--- src/rtl/mem_port_arbiter.sv ---
`default_nettype none
// ============================================================================
// mem_port_arbiter : shares one req/ack memory port between the IF and MEM
//                    stages, MEM-first with an IF starvation guard and timeout
// Revision: 1.0
// ============================================================================
module mem_port_arbiter #(
   parameter int AW           = 32,
   parameter int DW           = 32,
   parameter int STARVE_LIMIT = 4,
   parameter int TIMEOUT      = 16
) (
   input  logic          clk,
   input  logic          rst,
   input  logic          if_req,
   input  logic [AW-1:0] if_addr,
   output logic [DW-1:0] if_rdata,
   output logic          if_valid,
   output logic          if_stall,
   input  logic          d_req,
   input  logic          d_we,
   input  logic [AW-1:0] d_addr,
   input  logic [DW-1:0] d_wdata,
   output logic [DW-1:0] d_rdata,
   output logic          d_valid,
   output logic          d_stall,
   output logic          mem_req,
   output logic          mem_we,
   output logic [AW-1:0] mem_addr,
   output logic [DW-1:0] mem_wdata,
   input  logic [DW-1:0] mem_rdata,
   input  logic          mem_ack,
   output logic          err
);

   localparam int c_SW = $clog2(STARVE_LIMIT + 1);
   localparam int c_WW = (TIMEOUT > 2) ? $clog2(TIMEOUT) : 1;
   localparam logic [c_SW-1:0] c_STARVE_MAX = c_SW'(STARVE_LIMIT);
   localparam logic [c_WW-1:0] c_WAIT_LAST  = c_WW'(TIMEOUT - 1);

   typedef enum logic [1:0] {
      ST_IDLE   = 2'd0,
      ST_GNT_IF = 2'd1,
      ST_GNT_D  = 2'd2
   } state_t;

   state_t          r_state, w_state_nxt;
   logic [c_SW-1:0] r_starve_cnt, w_starve_nxt;
   logic [c_WW-1:0] r_wait_cnt, w_wait_nxt;

   logic            w_req_nxt, w_we_nxt, w_if_valid_nxt, w_d_valid_nxt, w_err_nxt;
   logic [AW-1:0]   w_addr_nxt;
   logic [DW-1:0]   w_wdata_nxt, w_if_rdata_nxt, w_d_rdata_nxt;
   logic            w_pick_d, w_pick_if, w_grant_d, w_grant_if;

   // The winner is chosen on raw requests; a winner whose valid is high is
   // still holding its just-completed request, so that cycle grants nobody.
   assign w_pick_d   = d_req & (~if_req | (r_starve_cnt < c_STARVE_MAX));
   assign w_pick_if  = if_req & ~w_pick_d;
   assign w_grant_d  = w_pick_d & ~d_valid;
   assign w_grant_if = w_pick_if & ~if_valid;

   assign if_stall = if_req & ~if_valid;
   assign d_stall  = d_req & ~d_valid;

   always_ff @(posedge clk) begin
      if (rst) begin
         r_state      <= ST_IDLE;
         r_starve_cnt <= '0;
         r_wait_cnt   <= '0;
         mem_req      <= 1'b0;
         mem_we       <= 1'b0;
         mem_addr     <= '0;
         mem_wdata    <= '0;
         if_rdata     <= '0;
         d_rdata      <= '0;
         if_valid     <= 1'b0;
         d_valid      <= 1'b0;
         err          <= 1'b0;
      end else begin
         r_state      <= w_state_nxt;
         r_starve_cnt <= w_starve_nxt;
         r_wait_cnt   <= w_wait_nxt;
         mem_req      <= w_req_nxt;
         mem_we       <= w_we_nxt;
         mem_addr     <= w_addr_nxt;
         mem_wdata    <= w_wdata_nxt;
         if_rdata     <= w_if_rdata_nxt;
         d_rdata      <= w_d_rdata_nxt;
         if_valid     <= w_if_valid_nxt;
         d_valid      <= w_d_valid_nxt;
         err          <= w_err_nxt;
      end
   end

   always_comb begin
      w_state_nxt    = r_state;
      w_starve_nxt   = r_starve_cnt;
      w_wait_nxt     = r_wait_cnt;
      w_req_nxt      = mem_req;
      w_we_nxt       = mem_we;
      w_addr_nxt     = mem_addr;
      w_wdata_nxt    = mem_wdata;
      w_if_rdata_nxt = if_rdata;
      w_d_rdata_nxt  = d_rdata;
      w_if_valid_nxt = 1'b0;
      w_d_valid_nxt  = 1'b0;
      w_err_nxt      = 1'b0;

      unique case (r_state)
         ST_IDLE: begin
            if (w_grant_d) begin
               w_state_nxt = ST_GNT_D;
               w_req_nxt   = 1'b1;
               w_we_nxt    = d_we;
               w_addr_nxt  = d_addr;
               w_wdata_nxt = d_wdata;
               w_wait_nxt  = '0;
               if (if_req && (r_starve_cnt != c_STARVE_MAX))
                  w_starve_nxt = r_starve_cnt + 1'b1;
            end else if (w_grant_if) begin
               w_state_nxt  = ST_GNT_IF;
               w_req_nxt    = 1'b1;
               w_we_nxt     = 1'b0;
               w_addr_nxt   = if_addr;
               w_wait_nxt   = '0;
               w_starve_nxt = '0;
            end
         end

         ST_GNT_IF, ST_GNT_D: begin
            // An ack in the last allowed cycle still wins over the timeout.
            if (mem_ack || (r_wait_cnt == c_WAIT_LAST)) begin
               w_state_nxt = ST_IDLE;
               w_req_nxt   = 1'b0;
               w_we_nxt    = 1'b0;
               w_err_nxt   = ~mem_ack;
               if (r_state == ST_GNT_IF) begin
                  w_if_valid_nxt = 1'b1;
                  w_if_rdata_nxt = mem_ack ? mem_rdata : '0;
               end else begin
                  w_d_valid_nxt = 1'b1;
                  w_d_rdata_nxt = (mem_ack && !mem_we) ? mem_rdata : '0;
               end
            end else begin
               w_wait_nxt = r_wait_cnt + 1'b1;
            end
         end

         default: begin
            w_state_nxt = ST_IDLE;
            w_req_nxt   = 1'b0;
         end
      endcase
   end

endmodule
`default_nettype wire

--- config.mk ---
export PLATFORM = sky130hd
export DESIGN_NAME = mem_port_arbiter
export DESIGN_NICKNAME = d
export VERILOG_FILES = /design/src/rtl/mem_port_arbiter.sv
export SDC_FILE = /design/constraint.sdc
export NUM_CORES = 1
export LEC_CHECK = 0
export CORE_UTILIZATION = 50
export CTS_CLUSTER_SIZE = 12
export DETAILED_ROUTE_END_ITERATION = 16
export DONT_BUFFER_PORTS = 1
export GPL_ROUTABILITY_DRIVEN = 0
export PLACE_DENSITY_LB_ADDON = 0.3
export SETUP_SLACK_MARGIN = 0.2
export SLEW_MARGIN = 10
export SYNTH_ARGS = -nofsm -noshare
export SYNTH_HDL_FRONTEND = slang
export SYNTH_SLANG_ARGS = --single-unit
--- constraint.sdc ---
create_clock -name clk -period 2.1 [get_ports clk]
set_clock_uncertainty 0.1 [all_clocks]
set_input_delay 0.525 -clock clk [delete_from_list [all_inputs] [get_ports clk]]
set_output_delay 0.525 -clock clk [all_outputs]
set_load 0.05 [all_outputs]
Yosys cells after proc, flatten, opt, wreduce, memory -nomap -nowiden
Cells that the tools add are included.

Add/sub/neg operators: 2. $lt $le $gt $ge: 1. Equal/unequal tests: 8. Muxes and demuxes: 24. Bitwise logic cells: 15. Reduce and logical (&&, ||, !) cells: 17.

Operators with widths (count): $mux W32 (4); $reduce_and A3 Y1 (5); $mux W4 (3); $mux W3 (3); $not A1 Y1 (8); $pmux W4 S2 (1); $mux W1 (7); $and A1 B1 Y1 (6); $mux W2 (3); $ne A3 B3 Y1 const B (2); $reduce_and A2 Y1 (3); $add A4 B1 Y4 const B (1); $eq A4 B4 Y1 const B (1); $ne A2 B2 Y1 const B (2); $pmux W1 S2 (2); $pmux W2 S2 (1); $reduce_bool A2 Y1 (2); $add A3 B1 Y3 const B (1); $lt A3 B3 Y1 const B (1); $reduce_or A3 Y1 (1); $eq A2 B1 Y1 const B (1); $eq A2 B2 Y1 const B (1); $logic_and A1 B1 Y1 (2); $logic_not A2 Y1 (1); 5 further kinds (5).

Register bits: 142. Input bits: 134. Output and inout bits: 135. Word-level logic and storage cells: 79.

Depth between registers and ports, before layout
Word-level depth: 9. Gate-level depth with buffers: 8. Depth with buffers taken out: 6.

Worst setup path after synthesis
Ideal clock, no wire load.

Path type: reg2out. Start point: register d_valid. End point: output port d_stall. Arrival: 1283 ps. Required time: 1475 ps. Path slack: 192 ps. Cell stages (with the launch flop): 5. Buffers on the path: 2. Path through: dfxtp_1 -> nand2b_1 -> inv_2 -> buf_4 -> buf_2.

Word-level cells in the longest chain between the ends: 2.

RTL lines: from (decl) (RTL line 25) `output logic d_valid,`; from (signal assigned) (RTL line 91) `d_valid <= w_d_valid_nxt;`; $not A1 Y1 (RTL line 64) `assign d_stall = d_req & ~d_valid;`; $and A1 B1 Y1 (RTL line 64); to (decl) (RTL line 26) `output logic d_stall,`.

No other way between the ends.

Final worst setup path
Ends and elaborated chain as after synthesis.

==> run_results.csv <==
group,metric,value,unit
run_status,outcome,"finished clean",
synth,syn-instance-count,634,
finish,antennaDiodeCount,0,
global_route,grt_pass1_wl,21.5,mm
synth,async_flop_share,0,
finish,syn2layout_area_growth,17.5,%
sta,fin_ws,170,ps
clocking,clockBufferDepth,2,
finish,fin_area,0.00645,sq mm
route,drt_iter0_markers,427,
sta,max_freq,0.518,GHz
sta,rsz0062_at_grt,"yes",
place,preCtsSetupSlack,-140,ps
power_and_ir_drop,switching_share,0.342,
finish,utilization,0.614,
finish,layout-drive-gt1-share,0.133,
synth,synth_flop_cell,"dfxtp_1",
worst_hold_path,holdPathStages,1,
setup_path,critPathCaptureType,"output pin",
synth,syn_area,0.00549,sq mm
worst_hold_path,min-delay-start,"mem_rdata[7]",
die,start_util,0.523,
synth,synth.net_count,773,
synth,yosys_warnings,0,
place,place.detailed.hpwl,9.80,mm
power_and_ir_drop,p_comb_frac,0.127,
sta,finalCritPeriodShare,0.919,
clocking,insertion_delay,510,ps
synth,ys_ff_latch,142,
setup_path,crit_type,"register to output pin",
finish,fill_cells,902,
power_and_ir_drop,p_leak,2.38,nW
setup_path,reg2reg_depth,8,
global_route,grt_pass1_vias,4265,
die,coreArea,0.0105,sq mm
clocking,cts_tree,"done",
clocking,cts.htree.levels,4,
power_and_ir_drop,seq_power_share,0.484,
sta,fin_crit,1930,ps
route,drt_first_pass_iters,6,
synth,ys_seq_area_frac,0.518,
die,rows,37,
power_and_ir_drop,peakVddDrop,0.577,mV
clocking,numCtsBuffers,17,
sta,hold_viol,0,
route,wl,15.0,mm
route,avgRoutedWirePerCell,19.4,um
place,dpl-instance-area,0.00561,sq mm
clocking,cts-root-buf,"clkbuf_8",
sta,tightest_slew,903,ps
flow_run,cap_violations,0,
global_route,grt_overflow,0,
synth,synth_edf_count,0,
sta,setup_violations,0,
place,port_buffers,0,
die,die_y,107,um
setup_path,rr_endpoint,"r_wait_cnt[2]",
setup_path,arrival,1300,ps
sta,slew_viol_final,0,
setup_path,reg2reg_slack,240,ps
die,die_x,107,um
global_route,grt_max_degree,111,
worst_hold_path,hp-class,"primary input to register",
setup_path,cp_data_required_time,1470,ps
clocking,clock-sinks,142,
synth,synthDistinctLibCells,40,
clocking,clk_pin_slew_worst_paths,60,ps
route,drc_errors,0,
global_route,grtUsageTotal,0.240,
route,vias,4826,
die,dieArea,0.0114,sq mm
die,ios,269,
power_and_ir_drop,powerDensity,1200,mW/mm^2
finish,nNetsFinal,768,
sta,maxSlewHeadroom,0.396,
worst_hold_path,whs_endpoint,"if_rdata[7]",
power_and_ir_drop,clock_power_share,0.389,
setup_path,r2r_start,"d_valid",
setup_path,cp_max_fo,7,
power_and_ir_drop,p_int,0.00511,W
global_route,antenna_found_initial,0,
power_and_ir_drop,power_switching,0.00265,W
synth,syn_avg_cell_area,8.66,sq um
route,ant_nets,0,
setup_path,start_kind,"register",
route,viasPerCell,6.21,
## critical path, cell delays in order (launching register included)
cell and delay (ps):
dfxtp_2 320, nand2b_4 150, inv_4 60, buf_8 110
buf_12 140
## through the flow
| stage | total power [W] | instances | hold WS [ps] | setup TNS (ps) |
|---|---|---|---|---|
| floorplan | 0.00446 | 634 | 354 | 0 |
| finish | 0.00776 | 777 | 33.9 | 0 |
| global placement | 0.00463 | 731 | 357 | -1050 |
| global route | 0.00806 | 777 | 9.75 | 0 |
| CTS | 0.00769 | 764 | -44.5 | 0 |
| detailed placement | 0.00466 | 731 | 380 | -3460 |
## power groups by stage
| stage | clock network, W | logic (W) | registers [W] |
|---|---|---|---|
| 3_5_place_dp | 0 | 0.000847 | 0.00381 |
| 2_1_floorplan | 0 | 0.000695 | 0.00376 |
| 3_3_place_gp | 0 | 0.000819 | 0.00381 |
| 4_1_cts | 0.00306 | 0.000872 | 0.00376 |
| 5_1_grt | 0.00319 | 0.00109 | 0.00378 |
| 6_report | 0.00302 | 0.000987 | 0.00376 |
## timing repair
action | 4_1_cts | 5_1_grt
pin swaps | 0 | 3
cloned | 0 | 2
hold buffers | 1 | 4
resized for setup | 12 | 13
hold endpoints to repair | 108 | 30
buffers inserted | 1 | 7
setup endpoints to repair | 68 | 91
## cell type report
class | count | area (sq um) | share of cell area
Sequential cell | 142 | 2850 | 0.441
Timing Repair Buffer | 36 | 422 | 0.0653
Clock inverter | 14 | 185 | 0.0287
Inverter | 9 | 36.3 | 0.00562
Clock buffer | 17 | 414 | 0.0642
Multi-Input combinational cell | 423 | 2380 | 0.369
Tap cell | 136 | 170 | 0.0264
## synth_stat cells, types with 2 or more instances
| library cell | count | area share |
|---|---|---|
| o31ai_1 | 2 | 0.0027 |
| a31oi_1 | 2 | 0.0023 |
| nand2b_1 | 3 | 0.0034 |
| a22o_1 | 33 | 0.053 |
| ha_1 | 5 | 0.011 |
| and3_1 | 2 | 0.0023 |
| buf_2 | 22 | 0.020 |
| dfxtp_1 | 142 | 0.52 |
| buf_4 | 5 | 0.0068 |
| a311oi_1 | 33 | 0.053 |
| inv_1 | 8 | 0.0055 |
| nand2_1 | 134 | 0.092 |
| a21oi_1 | 104 | 0.095 |
| o21ai_0 | 7 | 0.0064 |
| clkbuf_1 | 33 | 0.023 |
| nor2_1 | 5 | 0.0034 |
| or4_1 | 3 | 0.0041 |
| nand3_1 | 69 | 0.063 |
## per-layer routing
metal,share of wire,up-vias,GRT usage
met3,0.10,24,0.0894
met1,0.37,2274,0.258
met2,0.51,274,0.424
li1,-,2254,-
met5,0,-,0
met4,0.014,0,0.0959
## flip-flops by register name, summed over array words and instances, names as in the netlist, 2 cells and up
name and count:
mem_addr 32, r_wait_cnt 4, if_rdata 32, r_starve_cnt 3, mem_wdata 32, r_state 2, d_rdata 32
## cell families after synthesis
family / share of synthesized area
adder cells (fa/ha/maj): 0.0114
buffers and inverters: 0.0576
flip-flops: 0.518
AO/OA/AOI/OAI: 0.228
AND/OR/NAND/NOR: 0.185
## placed cells by master (no fill, tap or decap), drive strengths merged, types with 2 or more instances in the layout
| cell | instances |
|---|---|
| or4 | 3 |
| nand2 | 135 |
| ha | 5 |
| clkinvlp | 3 |
| nor2 | 6 |
| dlygate4sd3 | 3 |
| bufinv | 3 |
| clkinv | 4 |
| a22o | 33 |
| nor3 | 2 |
| nand2b | 4 |
| a311oi | 33 |
| nand3 | 69 |
| o21ai | 7 |
| inv | 13 |
| a21oi | 104 |
| o31ai | 2 |
| buf | 32 |
| dfxtp | 142 |
| a31oi | 3 |
| clkbuf | 18 |
| and3 | 2 |
## worst max-delay path by stage
stage	slack (ps)	start	cells past startpoint	to
floorplan	200	if_valid	5	r_wait_cnt[0]
global placement	-40	d_req	5	mem_addr[16]
detailed placement	-140	d_req	5	mem_addr[29]
CTS	110	d_valid	4	d_stall
global route	120	d_valid	4	d_stall
finish	170	d_valid	4	d_stall
(Power assumes the default switching activity.)
